[config.mk]
export PLATFORM = sky130hd
export DESIGN_NAME = wdt
export DESIGN_NICKNAME = d
export VERILOG_FILES = /design/src/rtl/wdt_pkg.sv /design/src/rtl/wdt.sv
export SDC_FILE = /design/constraint.sdc
export NUM_CORES = 1
export LEC_CHECK = 0
export ABC_AREA = 1
export BUFFER_PORTS_ARGS = -buffer_cell sky130_fd_sc_hd__buf_2
export CAP_MARGIN = 10
export CORE_ASPECT_RATIO = 1.4
export CORE_MARGIN = 5
export CORE_UTILIZATION = 60
export CTS_CLUSTER_DIAMETER = 200
export DETAILED_ROUTE_END_ITERATION = 7
export PLACE_DENSITY = 0.89
export SLEW_MARGIN = 20
export SYNTH_ARGS = -nofsm -noshare
export SYNTH_HDL_FRONTEND = slang
export SYNTH_SLANG_ARGS = --single-unit
[constraint.sdc]
create_clock -name clk -period 7.25 [get_ports clk]
set_input_delay 0.3625 -clock clk [delete_from_list [all_inputs] [get_ports clk]]
set_output_delay 0.3625 -clock clk [all_outputs]
set_load 0.01 [all_outputs]
[src/rtl/wdt_pkg.sv]
// SoC-wide definitions shared with the reset controller, plus the WDT register map.
// Latency: n/a (definitions only). Backpressure: n/a. Optional window register: WDT_WINDOW_EN.
`ifndef FEMTO_VH
`define FEMTO_VH
`define XLEN               32
`define BUS_WIDTH          32
`define BUS_ACC_WIDTH      2
`define RST_CAUSE_POR      8'h01
`define RST_CAUSE_EXT      8'h02
`define RST_CAUSE_SW       8'h03
`define RST_CAUSE_WDT_TMO  8'h10
`define RST_CAUSE_WDT_KEY  8'h11
`define WDT_SIZE           16
`define WDT_CTRL_OFS       0
`define WDT_KICK_OFS       2
`define WDT_LOAD_OFS       4
`define WDT_CNT_OFS        8
`define WDT_WIN_OFS        12
`endif

package wdt_pkg;
  localparam int ADDR_W = $clog2(`WDT_SIZE);
  localparam int KCNT_W = 16;

  localparam logic [ADDR_W-1:0] CTRL_OFS = ADDR_W'(`WDT_CTRL_OFS);
  localparam logic [ADDR_W-1:0] KICK_OFS = ADDR_W'(`WDT_KICK_OFS);
  localparam logic [ADDR_W-1:0] LOAD_OFS = ADDR_W'(`WDT_LOAD_OFS);
  localparam logic [ADDR_W-1:0] CNT_OFS  = ADDR_W'(`WDT_CNT_OFS);
  localparam logic [ADDR_W-1:0] WIN_OFS  = ADDR_W'(`WDT_WIN_OFS);

  // Bus access size encoding carried on acc.
  typedef enum logic [`BUS_ACC_WIDTH-1:0] {
    ACC_1B = 2'd0,
    ACC_2B = 2'd1,
    ACC_4B = 2'd2
  } acc_e;

  typedef struct packed {
    logic expired;
    logic lock;
    logic en;
  } ctrl_t;
endpackage

[src/rtl/wdt.sv]
// Watchdog: keyed-kick countdown that pulses soc_fault on timeout or bad key (window via WDT_WINDOW_EN).
// Latency: bus resp/rdata one cycle after a valid req; fault is combinational with req.
// Backpressure: none, every valid access completes in one cycle.
module wdt
  import wdt_pkg::*;
#(
  parameter logic [15:0] KICK_KEY = 16'hA5C3,
  parameter int          CNT_W    = `XLEN
) (
  input  logic                      clk,
  input  logic                      rst,
  input  logic [ADDR_W-1:0]         addr,
  input  logic                      w_rb,
  input  logic [`BUS_ACC_WIDTH-1:0] acc,
  input  logic [`BUS_WIDTH-1:0]     wdata,
  input  logic                      req,
  output logic [`BUS_WIDTH-1:0]     rdata,
  output logic                      resp,
  output logic                      fault,
  output logic                      soc_fault,
  output logic [7:0]                soc_fault_cause,
  output logic [`XLEN-1:0]          soc_fault_addr
);
  ctrl_t               ctrl;
  logic [CNT_W-1:0]    cnt;
  logic [CNT_W-1:0]    cnt_nxt;
  logic [CNT_W-1:0]    load;
  logic [KCNT_W-1:0]   kick_cnt;
`ifdef WDT_WINDOW_EN
  logic [CNT_W-1:0]    win;
  logic                win_wr;
`endif
  logic                sel_ctrl, sel_kick, sel_load, sel_cnt, sel_win;
  logic                invalid, acc_ok;
  logic                ctrl_wr, load_wr, kick_wr;
  logic                in_win, kick_ok, key_evt;
  logic                en_rise, en_clr, dec, tmo_evt;
  logic [`BUS_WIDTH-1:0] rd_mux;

  always_comb begin
    sel_ctrl = (addr == CTRL_OFS);
    sel_kick = (addr == KICK_OFS);
    sel_load = (addr == LOAD_OFS);
    sel_cnt  = (addr == CNT_OFS);
`ifdef WDT_WINDOW_EN
    sel_win  = (addr == WIN_OFS);
`else
    sel_win  = 1'b0;
`endif
    invalid = 1'b1;
    if (sel_ctrl)      invalid = (acc != ACC_2B);
    else if (sel_kick) invalid = (acc != ACC_2B) || !w_rb;
    else if (sel_load) invalid = (acc != ACC_4B);
    else if (sel_cnt)  invalid = (acc != ACC_4B) || w_rb;
    else if (sel_win)  invalid = (acc != ACC_4B);
  end

  assign fault  = req & invalid;
  assign acc_ok = req & ~invalid;

  // Lock gates configuration writes only; kicks always reach the counter.
  assign ctrl_wr = acc_ok & w_rb & sel_ctrl & ~ctrl.lock;
  assign load_wr = acc_ok & w_rb & sel_load & ~ctrl.lock;
  assign kick_wr = acc_ok & w_rb & sel_kick;

`ifdef WDT_WINDOW_EN
  assign win_wr = acc_ok & w_rb & sel_win & ~ctrl.lock;
  assign in_win = (cnt <= win);
`else
  assign in_win = 1'b1;
`endif

  assign kick_ok = kick_wr & (wdata[15:0] == KICK_KEY) & in_win;
  assign key_evt = kick_wr & ~kick_ok;

  assign en_rise = ctrl_wr & wdata[0] & ~ctrl.en;
  assign en_clr  = ctrl_wr & ~wdata[0];
  assign dec     = ctrl.en & ~en_clr & (cnt != '0);
  // A kick landing on the final decrement wins over the timeout.
  assign tmo_evt = dec & (cnt == CNT_W'(1)) & ~kick_ok;

  always_comb begin
    cnt_nxt = cnt;
    if (kick_ok || en_rise) cnt_nxt = load;
    else if (dec)           cnt_nxt = cnt - CNT_W'(1);
  end

  always_comb begin
    rd_mux = '0;
    if (sel_ctrl)      rd_mux = `BUS_WIDTH'(ctrl);
    else if (sel_load) rd_mux = `BUS_WIDTH'(load);
    else if (sel_cnt)  rd_mux = `BUS_WIDTH'(cnt);
`ifdef WDT_WINDOW_EN
    else if (sel_win)  rd_mux = `BUS_WIDTH'(win);
`endif
  end

  always_ff @(posedge clk or posedge rst) begin
    if (rst) begin
      ctrl            <= '0;
      cnt             <= '0;
      load            <= '1;
      kick_cnt        <= '0;
      resp            <= 1'b0;
      rdata           <= '0;
      soc_fault       <= 1'b0;
      soc_fault_cause <= '0;
    end else begin
      resp      <= acc_ok;
      rdata     <= (acc_ok && !w_rb) ? rd_mux : '0;
      soc_fault <= tmo_evt | key_evt;
      if (key_evt)      soc_fault_cause <= `RST_CAUSE_WDT_KEY;
      else if (tmo_evt) soc_fault_cause <= `RST_CAUSE_WDT_TMO;
      if (ctrl_wr) begin
        ctrl.en   <= wdata[0];
        ctrl.lock <= wdata[1];
      end
      if (kick_ok)      ctrl.expired <= 1'b0;
      else if (tmo_evt) ctrl.expired <= 1'b1;
      if (load_wr) load <= wdata[CNT_W-1:0];
      cnt <= cnt_nxt;
      if (kick_ok && kick_cnt != '1) kick_cnt <= kick_cnt + KCNT_W'(1);
    end
  end

`ifdef WDT_WINDOW_EN
  always_ff @(posedge clk or posedge rst) begin
    if (rst)         win <= '0;
    else if (win_wr) win <= wdata[CNT_W-1:0];
  end
`endif

  assign soc_fault_addr = `XLEN'(kick_cnt);
endmodule

==> flow_metrics.env <==
export IMPL_status="completed"
export IMPL_crit_type="in2reg"
export IMPL_areaGrowthSynthToFinish_pct=14.1
export IMPL_drive_above_1_share=0.171
export IMPL_yosysUniqueCellTypes=35
export IMPL_switching_power_uw=327
export IMPL_synth_fa_ha_area_frac=0.00553
export IMPL_path_cells="buf_2 -> nor2_2 -> nand2_2 -> inv_2 -> nand4_2 -> nor2_4 -> nand3_2 -> nand2_2 -> inv_2 -> nand2_4 -> nand2_1 -> nand2_1"
export IMPL_power_density_nw_per_um2=195
export IMPL_ant_nets=0
export IMPL_syn_cell_area_sq_um=6780
export IMPL_finClkSkew_ns=0.00773
export IMPL_cts_htree_levels=4
export IMPL_period_needed_ns=3.15
export IMPL_drc=0
export IMPL_worst_hold_path_type="in2async"
export IMPL_globalRouteTotalUtil=0.261
export IMPL_slew_headroom=0.306
export IMPL_setup_viol=0
export IMPL_clockPowerShare=0.528
export IMPL_synth_most_common_cell="nand2_1"
export IMPL_num_nets_final=1056
export IMPL_internal_power_uw=1180
export IMPL_synth_top_area_cell="dfrtp_1"
export IMPL_vias=6405
export IMPL_synthTopCellsByArea="dfrtp_1 (32%), nand2_1 (18%), dfstp_2 (12%)"
export IMPL_cts_sinks=119
export IMPL_stdcell_count=1168
export IMPL_critical_path_max_stage_delay_ns=0.78
export IMPL_irDropWorstVdd_uv=155
export IMPL_wl_microns=17000
export IMPL_synth_edf_count=0
export IMPL_power_frac_seq=0.441
export IMPL_power_uw=1510
export IMPL_crit_family="simple AND/OR/NAND/NOR gates"
export IMPL_cts_resized=0
export IMPL_io_buffer_count=94
export IMPL_rsz0062_at_grt="no"
export IMPL_worstPathMaxFanout=33
export IMPL_synth_commonest_cells="nand2_1 (328), nor2_1 (91), nand3_1 (90)"
export IMPL_clk_insertion_delay_late_ns=0.42
export IMPL_grt_pass1_wl_microns=28400
export IMPL_arrival_ns=3.50
export IMPL_synth_simple_gate_area_frac=0.338
export IMPL_antenna_found_initial=0
export IMPL_swShare=0.216
export IMPL_fin_crit_sh=0.434
export IMPL_hold_buffers=0
export IMPL_cp_slowest_cell="nand2_2"
export IMPL_clockBufferDepth=2
export IMPL_yosysSeqAreaShare=0.445
export IMPL_post_synth_top_area_fraction=0.321
export IMPL_die_area_sq_um=13600
export IMPL_worstMarginPinSlew_ns=1.04
export IMPL_synth_top_family_by_area="simple AND/OR/NAND/NOR gates"
export IMPL_async_flop_share=1.00
export IMPL_syn_inst=931
export IMPL_place_hpwl_microns=11500
export IMPL_overflow=0
export IMPL_die_h_microns=136
export IMPL_required_ns=7.60
export IMPL_comb_power_share=0.032
export IMPL_synth_compound_area_share=0.0705
export IMPL_gp_congestion=0.972
export IMPL_firstDrtPassIters=5
export IMPL_critPathBufInv=3
export IMPL_grt_max_degree=65
export IMPL_core_area_sq_um=11200
export IMPL_numCtsBuffers=17
export IMPL_clockRootBuffer="clkbuf_16"
export IMPL_clock_fmax_ghz=0.318
export IMPL_end_kind="register"
export IMPL_diodes=0
export IMPL_cts_setup_buffers=0
export IMPL_num_io_pins=117
export IMPL_drt_initial_drc_count=535
export IMPL_grt_pass1_vias=6179
export IMPL_maxCapViolations=0
export IMPL_dp_cells=1136
export IMPL_leakagePower_uw=0.00417
export IMPL_avgViaCountPerCell=5.48
export IMPL_start_util=0.604
export IMPL_setup_tns_ns=0
export IMPL_whs_ns=0.0697
export IMPL_synth_avg_cell_area_sq_um=7.29
export IMPL_finalCoreUtilization=0.689
export IMPL_ys_warn_count=0
export IMPL_synthMuxAreaShare=0
export IMPL_core_rowCount=46
export IMPL_start_kind="primary input"
export IMPL_synth_xor_area_frac=0.0426
export IMPL_clk_pin_slew_ns=0.05
export IMPL_cts_tree="yes"
export IMPL_die_width_microns=99.9
export IMPL_drv_slew=0
export IMPL_ys_ff_latch=119
export IMPL_synth_top_flop_cell="dfrtp_1"
export IMPL_wl_per_cell_microns=14.6
export IMPL_finalHoldViolCount=0
[path summary, 6_finish.rpt]
path	cells after the start	from	slack [ns]	to
setup / recovery	12	addr[1]	4.10	cnt[6]$_DFFE_PP0P_
hold / removal	2	rst	0.07	rdata[12]$_DFF_PP0_
setup reg to reg	7	ctrl[1]$_DFFE_PP0N_	4.18	cnt[6]$_DFFE_PP0P_
hold reg to reg	2	load[7]$_DFFE_PP1P_	0.48	load[7]$_DFFE_PP1P_
max in group asynchronous	3	rst	5.97	soc_fault_cause[0]$_DFFE_PP0P_
min in group clk	3	wdata[30]	0.14	load[30]$_DFFE_PP1P_
[area by class of cell]
cell class / count / area (sq um)
clock inverters: 4 / 45.0
fillers: 958 / 3490
flip-flops and latches: 119 / 3020
multi-input cells: 695 / 3190
inverters: 81 / 307
clock buffers: 28 / 507
repair buffers: 97 / 493
well taps: 144 / 180
[routing by layer]
layer	track usage	wire length (microns)	up-vias
met5	0	0	-
met3	0.0472	1030	61
met1	0.293	6340	3011
met2	0.470	8980	270
li1	-	-	3063
met4	0.126	662	0
[worst register-to-register path: cells and delay by family, from the launching register on]
family	cells	cell delay (ns)
buffers and inverters	1	0.47
flip-flops	1	0.41
AND/OR/NAND/NOR	6	2.12
[power groups by stage]
stage               clock network [uW]  registers [uW]  logic (uW)
global route                       828             666        55.5
detailed placement                   0             677        48.8
finish                             798             666        48.0
CTS                                802             666        48.9
global placement                     0             677        47.8
floorplan                            0             677        35.9
[cells by family after synthesis]
group | Yosys count
fa+ha+maj | 3
other cells | 1
xor+xnor | 33
buf+inv | 138
flops | 119
compound gates | 93
simple gates | 544
[cells in the final DEF (no fill, tap or decap), drive strengths merged]
| cell type | instances |
|---|---|
| nand2 | 333 |
| buf | 97 |
| nor2 | 96 |
| nand3 | 92 |
| dfrtp | 87 |
| inv | 80 |
| o21ai | 58 |
| dfstp | 32 |
| a21oi | 30 |
| clkbuf | 28 |
| conb | 22 |
| xor2 | 20 |
| xnor2 | 13 |
| nand4 | 11 |
| nor3 | 7 |
| clkinv | 4 |
| ha | 3 |
| nand3b | 2 |
| and2 | 2 |
| a221oi | 2 |
| a31oi | 2 |
| nor4 | 1 |
| a21boi | 1 |
| bufinv | 1 |
[stage by stage]
| step | cell area, sq um | setup WS [ns] |
|---|---|---|
| global placement | 7190 | 3.90 |
| detailed placement | 7190 | 3.76 |
| global route | 7740 | 3.83 |
| floorplan | 6860 | 3.78 |
| CTS | 7740 | 4.16 |
| finish | 7740 | 4.10 |
[flip-flops by register name, indices dropped and copies added, names as in the netlist]
signal,cells
cnt,32
load,32
rdata,32
kick_cnt,16
ctrl,3
soc_fault_cause,2
resp,1
soc_fault,1
Power figures use the tool's default switching activity.
